**src/rtl/alu_pkg.sv**
```systemverilog
`default_nettype none
// ============================================================================
// Module      : alu_pkg
// Description : Shared ALUop, function-code and ALU control-code constants
//               for the 32-bit datapath ALU control decoder.
// Revision    : 1.0 - initial release
// ============================================================================
package alu_pkg;

    // ALUop field as driven by the main control unit
    typedef enum logic [1:0] {
        ALUOP_MEM     = 2'b00,
        ALUOP_BRANCH  = 2'b01,
        ALUOP_RTYPE   = 2'b10,
        ALUOP_ILLEGAL = 2'b11
    } alu_op_e;

    // R-type function field codes that the ALU supports
    localparam logic [5:0] FUNC_ADD = 6'b100000;
    localparam logic [5:0] FUNC_SUB = 6'b100010;
    localparam logic [5:0] FUNC_AND = 6'b100100;
    localparam logic [5:0] FUNC_OR  = 6'b100101;
    localparam logic [5:0] FUNC_SLT = 6'b101010;

    // ALU operation codes presented to the datapath ALU
    localparam logic [3:0] ALU_AND     = 4'b0000;
    localparam logic [3:0] ALU_OR      = 4'b0001;
    localparam logic [3:0] ALU_ADD     = 4'b0010;
    localparam logic [3:0] ALU_SUB     = 4'b0110;
    localparam logic [3:0] ALU_SLT     = 4'b0111;
    localparam logic [3:0] ALU_INVALID = 4'b1111;

endpackage : alu_pkg
`default_nettype wire

```
**src/rtl/alu_func_decode.sv**
```systemverilog
`default_nettype none
// ============================================================================
// Module      : alu_func_decode
// Description : Purely combinational mapping of ALUop / function field to
//               the ALU operation code plus illegal-code flags.
// Revision    : 1.0 - initial release
// ============================================================================
module alu_func_decode
    import alu_pkg::*;
#(
    parameter int FUNC_W  = 6,
    parameter int ALUOP_W = 2,
    parameter int CTRL_W  = 4
) (
    input  logic [FUNC_W-1:0]  func,
    input  logic [ALUOP_W-1:0] alu_op,
    output logic [CTRL_W-1:0]  ctrl,
    output logic               err_func,
    output logic               err_op
);

    // Decode; anything not explicitly legal (including X/Z) lands in a default
    always_comb begin
        ctrl     = ALU_INVALID;
        err_func = 1'b0;
        err_op   = 1'b0;
        case (alu_op)
            ALUOP_MEM:    ctrl = ALU_ADD;
            ALUOP_BRANCH: ctrl = ALU_SUB;
            ALUOP_RTYPE: begin
                case (func)
                    FUNC_ADD: ctrl = ALU_ADD;
                    FUNC_SUB: ctrl = ALU_SUB;
                    FUNC_AND: ctrl = ALU_AND;
                    FUNC_OR:  ctrl = ALU_OR;
                    FUNC_SLT: ctrl = ALU_SLT;
                    default: begin
                        ctrl     = ALU_INVALID;
                        err_func = 1'b1;
                    end
                endcase
            end
            default: begin
                ctrl   = ALU_INVALID;
                err_op = 1'b1;
            end
        endcase
    end

endmodule : alu_func_decode
`default_nettype wire

```
**src/rtl/alu_control_32.sv**
```systemverilog
`default_nettype none
// ============================================================================
// Module      : alu_control_32
// Description : Registered ALU control decoder with start/finish handshake.
//               A decode is captured on each rising edge with start high and
//               finish pulses in the following cycle.
// Revision    : 1.0 - initial release
// ============================================================================
module alu_control_32
    import alu_pkg::*;
#(
    parameter int FUNC_W  = 6,
    parameter int ALUOP_W = 2,
    parameter int CTRL_W  = 4
) (
    input  logic               clk,
    input  logic               rst_n,
    input  logic               start,
    input  logic [FUNC_W-1:0]  func,
    input  logic [ALUOP_W-1:0] alu_op,
    output logic [CTRL_W-1:0]  alu_control,
    output logic               err_illegal_func_code,
    output logic               err_illegal_alu_op,
    output logic               finish
);

    logic [CTRL_W-1:0] w_ctrl;
    logic              w_err_func;
    logic              w_err_op;

    logic [CTRL_W-1:0] r_alu_control;
    logic              r_err_func;
    logic              r_err_op;
    logic              r_finish;

    alu_func_decode #(
        .FUNC_W  (FUNC_W),
        .ALUOP_W (ALUOP_W),
        .CTRL_W  (CTRL_W)
    ) u_decode (
        .func     (func),
        .alu_op   (alu_op),
        .ctrl     (w_ctrl),
        .err_func (w_err_func),
        .err_op   (w_err_op)
    );

    // Capture the decode only on start edges; otherwise hold the last result
    always_ff @(posedge clk or negedge rst_n) begin
        if (!rst_n) begin
            r_alu_control <= '0;
            r_err_func    <= 1'b0;
            r_err_op      <= 1'b0;
        end else if (start) begin
            r_alu_control <= w_ctrl;
            r_err_func    <= w_err_func;
            r_err_op      <= w_err_op;
        end
    end

    // finish mirrors the sampled start, so back-to-back starts keep it high
    always_ff @(posedge clk or negedge rst_n) begin
        if (!rst_n) begin
            r_finish <= 1'b0;
        end else begin
            r_finish <= start;
        end
    end

    assign alu_control           = r_alu_control;
    assign err_illegal_func_code = r_err_func;
    assign err_illegal_alu_op    = r_err_op;
    assign finish                = r_finish;

endmodule : alu_control_32
`default_nettype wire

```
**config.mk**
```make
export PLATFORM = sky130hd
export DESIGN_NAME = alu_control_32
export DESIGN_NICKNAME = d
export VERILOG_FILES = /design/src/rtl/alu_pkg.sv /design/src/rtl/alu_func_decode.sv /design/src/rtl/alu_control_32.sv
export SDC_FILE = /design/constraint.sdc
export NUM_CORES = 1
export LEC_CHECK = 0
export CORE_AREA = 4 4 41 43
export CTS_CLUSTER_SIZE = 14
export DETAILED_ROUTE_END_ITERATION = 12
export DIE_AREA = 0 0 45 47
export PLACE_DENSITY = 0.68
export SYNTH_ARGS = -nofsm -noshare
export SYNTH_HDL_FRONTEND = slang
export SYNTH_SLANG_ARGS = --single-unit
```
**constraint.sdc**
```tcl
create_clock -name clk -period 0.8 [get_ports clk]
set_input_delay 0.16 -clock clk [delete_from_list [all_inputs] [get_ports clk]]
set_output_delay 0.16 -clock clk [all_outputs]
set_load 0.005 [all_outputs]
```
==> results.yml <==
worst_setup_path:
  timing.rr.end: "alu_control[2]"
  timing.critical_path.from: "alu_control[3]"
  worstRegToRegCells: 3
  regToRegStartpoint: "alu_control[2]"
  slowest_delay_ps: 370
  crit_required_ps: 640
  critPathCaptureType: "output port"
  critPathArrivalTime_ps: 750
  cp_cell_sequence: "buf_2"
  setup.reg_to_reg.worst_slack_ps: 50
  worst_path_dominant_cell_family: "flip-flops"
  cp_num_buf_inv: 1
  worst-path-max-fanout: 2
  setup.worst_path.start_class: "flop"
  cpMaxStageDelayCell: "dfrtp_1"
  timing_worst_setup_path_type: "reg2out"
sta:
  hold_slack_ps: 170
  worst_slew_pin_slew_ps: 319
  drv_slew: 0
  finalWorstSetupSlack_ps: -110
  post-route-period-util_pct: 114
  timing.fmax_mhz: 1100
  finalHoldViolCount: 0
  fin_worst_skew_ps: 0
  rsz0062_at_grt: "true"
  slew_headroom_pct: 78.7
  min_period_ps: 910
  final-setup-viol-count: 9
global_routing:
  gr-usage-met2_pct: 17.5
  overflow_left_after_global_routing: 0
  number_of_antenna_violations_at_the_first_check_in_global_routing: 0
  met1_track_utilization_from_global_routing_pct: 12.7
  grt_usage_pct: 11.3
  grt_pass1_vias: 399
  groute.layer.met3.usage_pct: 6.13
  gr-max-usage-layer: "met2"
  grt_pass1_wl_mm: 1.64
  grt_start_max_net_pins: 8
place:
  hpwlAfterDp_um: 765
  placement.setup.worst_slack_ps: -710
  port_buffers: 17
  routabilityCongestion: 0.683
route:
  vias: 395
  drt_drc_violations_left: 0
  avgRoutedWirePerCell_um: 11.8
  detailedRoute.firstIterationViolations: 2
  final_wl_mm: 1.02
  drt-vias-per-instance: 4.59
  drt_pre_antenna_iters: 2
  antenna_left: 0
outcome:
  run_status: "finished with violations"
  violations: "setup timing"
logic_synthesis:
  ys_seq_elements: 7
  postSynthAreaPerCell_sq_um: 10.4
  synth_sequential_area_ratio_pct: 47.9
  yosysWarningCount: 0
  synth_cell_type_count: 18
  syn_inst: 35
  syn_nets: 46
  syn-cell-area_sq_um: 365
power:
  power_switching_share_pct: 25.5
  cell_internal_pwr_w: 0.000727
  post-layout-total-power_w: 0.000975
  worst_ir_drop_vdd_v: 0.000820
  power_frac_seq_pct: 40.1
  power_leakage_nw: 0.340
  share_comb_of_total_power_pct: 27.5
  switching_power_w: 0.000249
  power-per-cell-area_mw_per_mm2: 1380
  power_frac_clock_pct: 32.4
worst_hold_path:
  hold_path.class: "in2async"
clocking:
  max-clock-path-buffers: 2
  clock_tree.htree_level_count: 1
  cts.sinks: 7
  tritoncts: "built"
  clock_latency_ps: 250
  cts_buffers: 3
  ctsRootBufferMaster: "clkbuf_4"
  worst_setup_hold_path_clk_slew_ps: 50
final_layout:
  multi_input_comb_area_sq_um: 228
  num-fill-cells: 125
  most_frequent_standard_cell_in_the_layout_excluding_fill_and_tap_cells: "buf_4"
  layout.cells.most_common_list: "buf_4 (13), buf_2 (9), dfrtp_1 (7), buf_6 (5), inv_1 (4)"
  layout.core_utilization_pct: 54.4
  antenna_cells_inserted: 0
  seqCellArea_sq_um: 175
  drive_gt1_share_pct: 59.2
  synthToLayoutAreaGrowth_pct: 93.8
  nNetsFinal: 83
floorplanning:
  die_height_um: 47
  floorplan.io_pins: 18
  placementRows: 13
  die_width_um: 45
  core_area_sq_mm: 0.00130
  start_util_pct: 28.1
  die-area_sq_mm: 0.00212
job:
  maxCapViolations: 0
-- layer usage --
layer,wire (um),vias up,share of wire [%]
li1,-,201,-
met1,434,179,43
met2,481,13,47
met3,94,2,9.2
met4,9,0,0.88
met5,0,-,0
-- state kept, by name (all words and copies together) (netlist names) --
signal                 flops
err_illegal_alu_op         1
alu_control                4
finish                     1
err_illegal_func_code      1
-- synth_stat cells --
cell | number | area [sq um]
a31oi_1 | 2 | 12.5
and2_1 | 1 | 6.26
clkbuf_1 | 1 | 3.75
dfrtp_1 | 7 | 175
inv_1 | 4 | 15.0
mux2_4 | 1 | 15.0
nand2_1 | 3 | 11.3
nand2b_1 | 2 | 12.5
nand3_1 | 1 | 5.00
nor2_1 | 2 | 7.51
nor2b_1 | 2 | 12.5
nor4bb_1 | 1 | 10.0
o21ai_0 | 1 | 5.00
o21ai_1 | 2 | 10.0
o311ai_1 | 2 | 17.5
o32a_1 | 1 | 10.0
o41ai_1 | 1 | 8.76
o41ai_4 | 1 | 27.5
-- final cells by class --
class	count	share of cell area (%)
timing repair buffer	33	34.6
multi-input combinational	23	32.2
sequential	7	24.7
tap	15	2.65
inverter	4	2.12
clock buffer	4	3.71
-- worst max path at each step --
stage	endpoint	slack, ps	cells after the start
2_1_floorplan	alu_control[0]	-130	3
3_3_place_gp	alu_control[0]	-680	4
3_5_place_dp	alu_control[0]	-710	4
4_1_cts	alu_control[0]	-140	4
5_1_grt	alu_control[3]	-150	1
6_report	alu_control[3]	-110	1
-- cells by family (layout without fill, tap and decap cells) --
family | after synthesis | count (layout) | share of synthesized area [%]
simple gates | 12 | 12 | 17.8
flops | 7 | 7 | 47.9
mux | 1 | 1 | 4.11
buf+inv | 5 | 41 | 5.13
compound gates | 10 | 10 | 25.0
-- metrics by stage --
step,cell area (sq um),instances,setup TNS [ps]
2_1_floorplan,382,35,-295
3_3_place_gp,648,77,-5020
3_5_place_dp,648,77,-5130
4_1_cts,663,81,-1040
5_1_grt,708,86,-1120
6_report,708,86,-777
-- power by group through the flow --
stage               logic [W]  registers, W  clock network (W)
finish               0.000268      0.000391           0.000316
global route         0.000294      0.000393           0.000358
CTS                  0.000238      0.000390           0.000334
detailed placement   0.000252      0.000398                  0
global placement     0.000252      0.000398                  0
floorplan           0.0000735      0.000400                  0
-- timing repair --
item                       CTS  global route
gates resized for setup     62             9
pin swaps                    6             4
hold buffers                 0             0
setup buffers                1             5
setup endpoints to repair   13            12
Note: power is estimated with default switching activity, not from simulation.
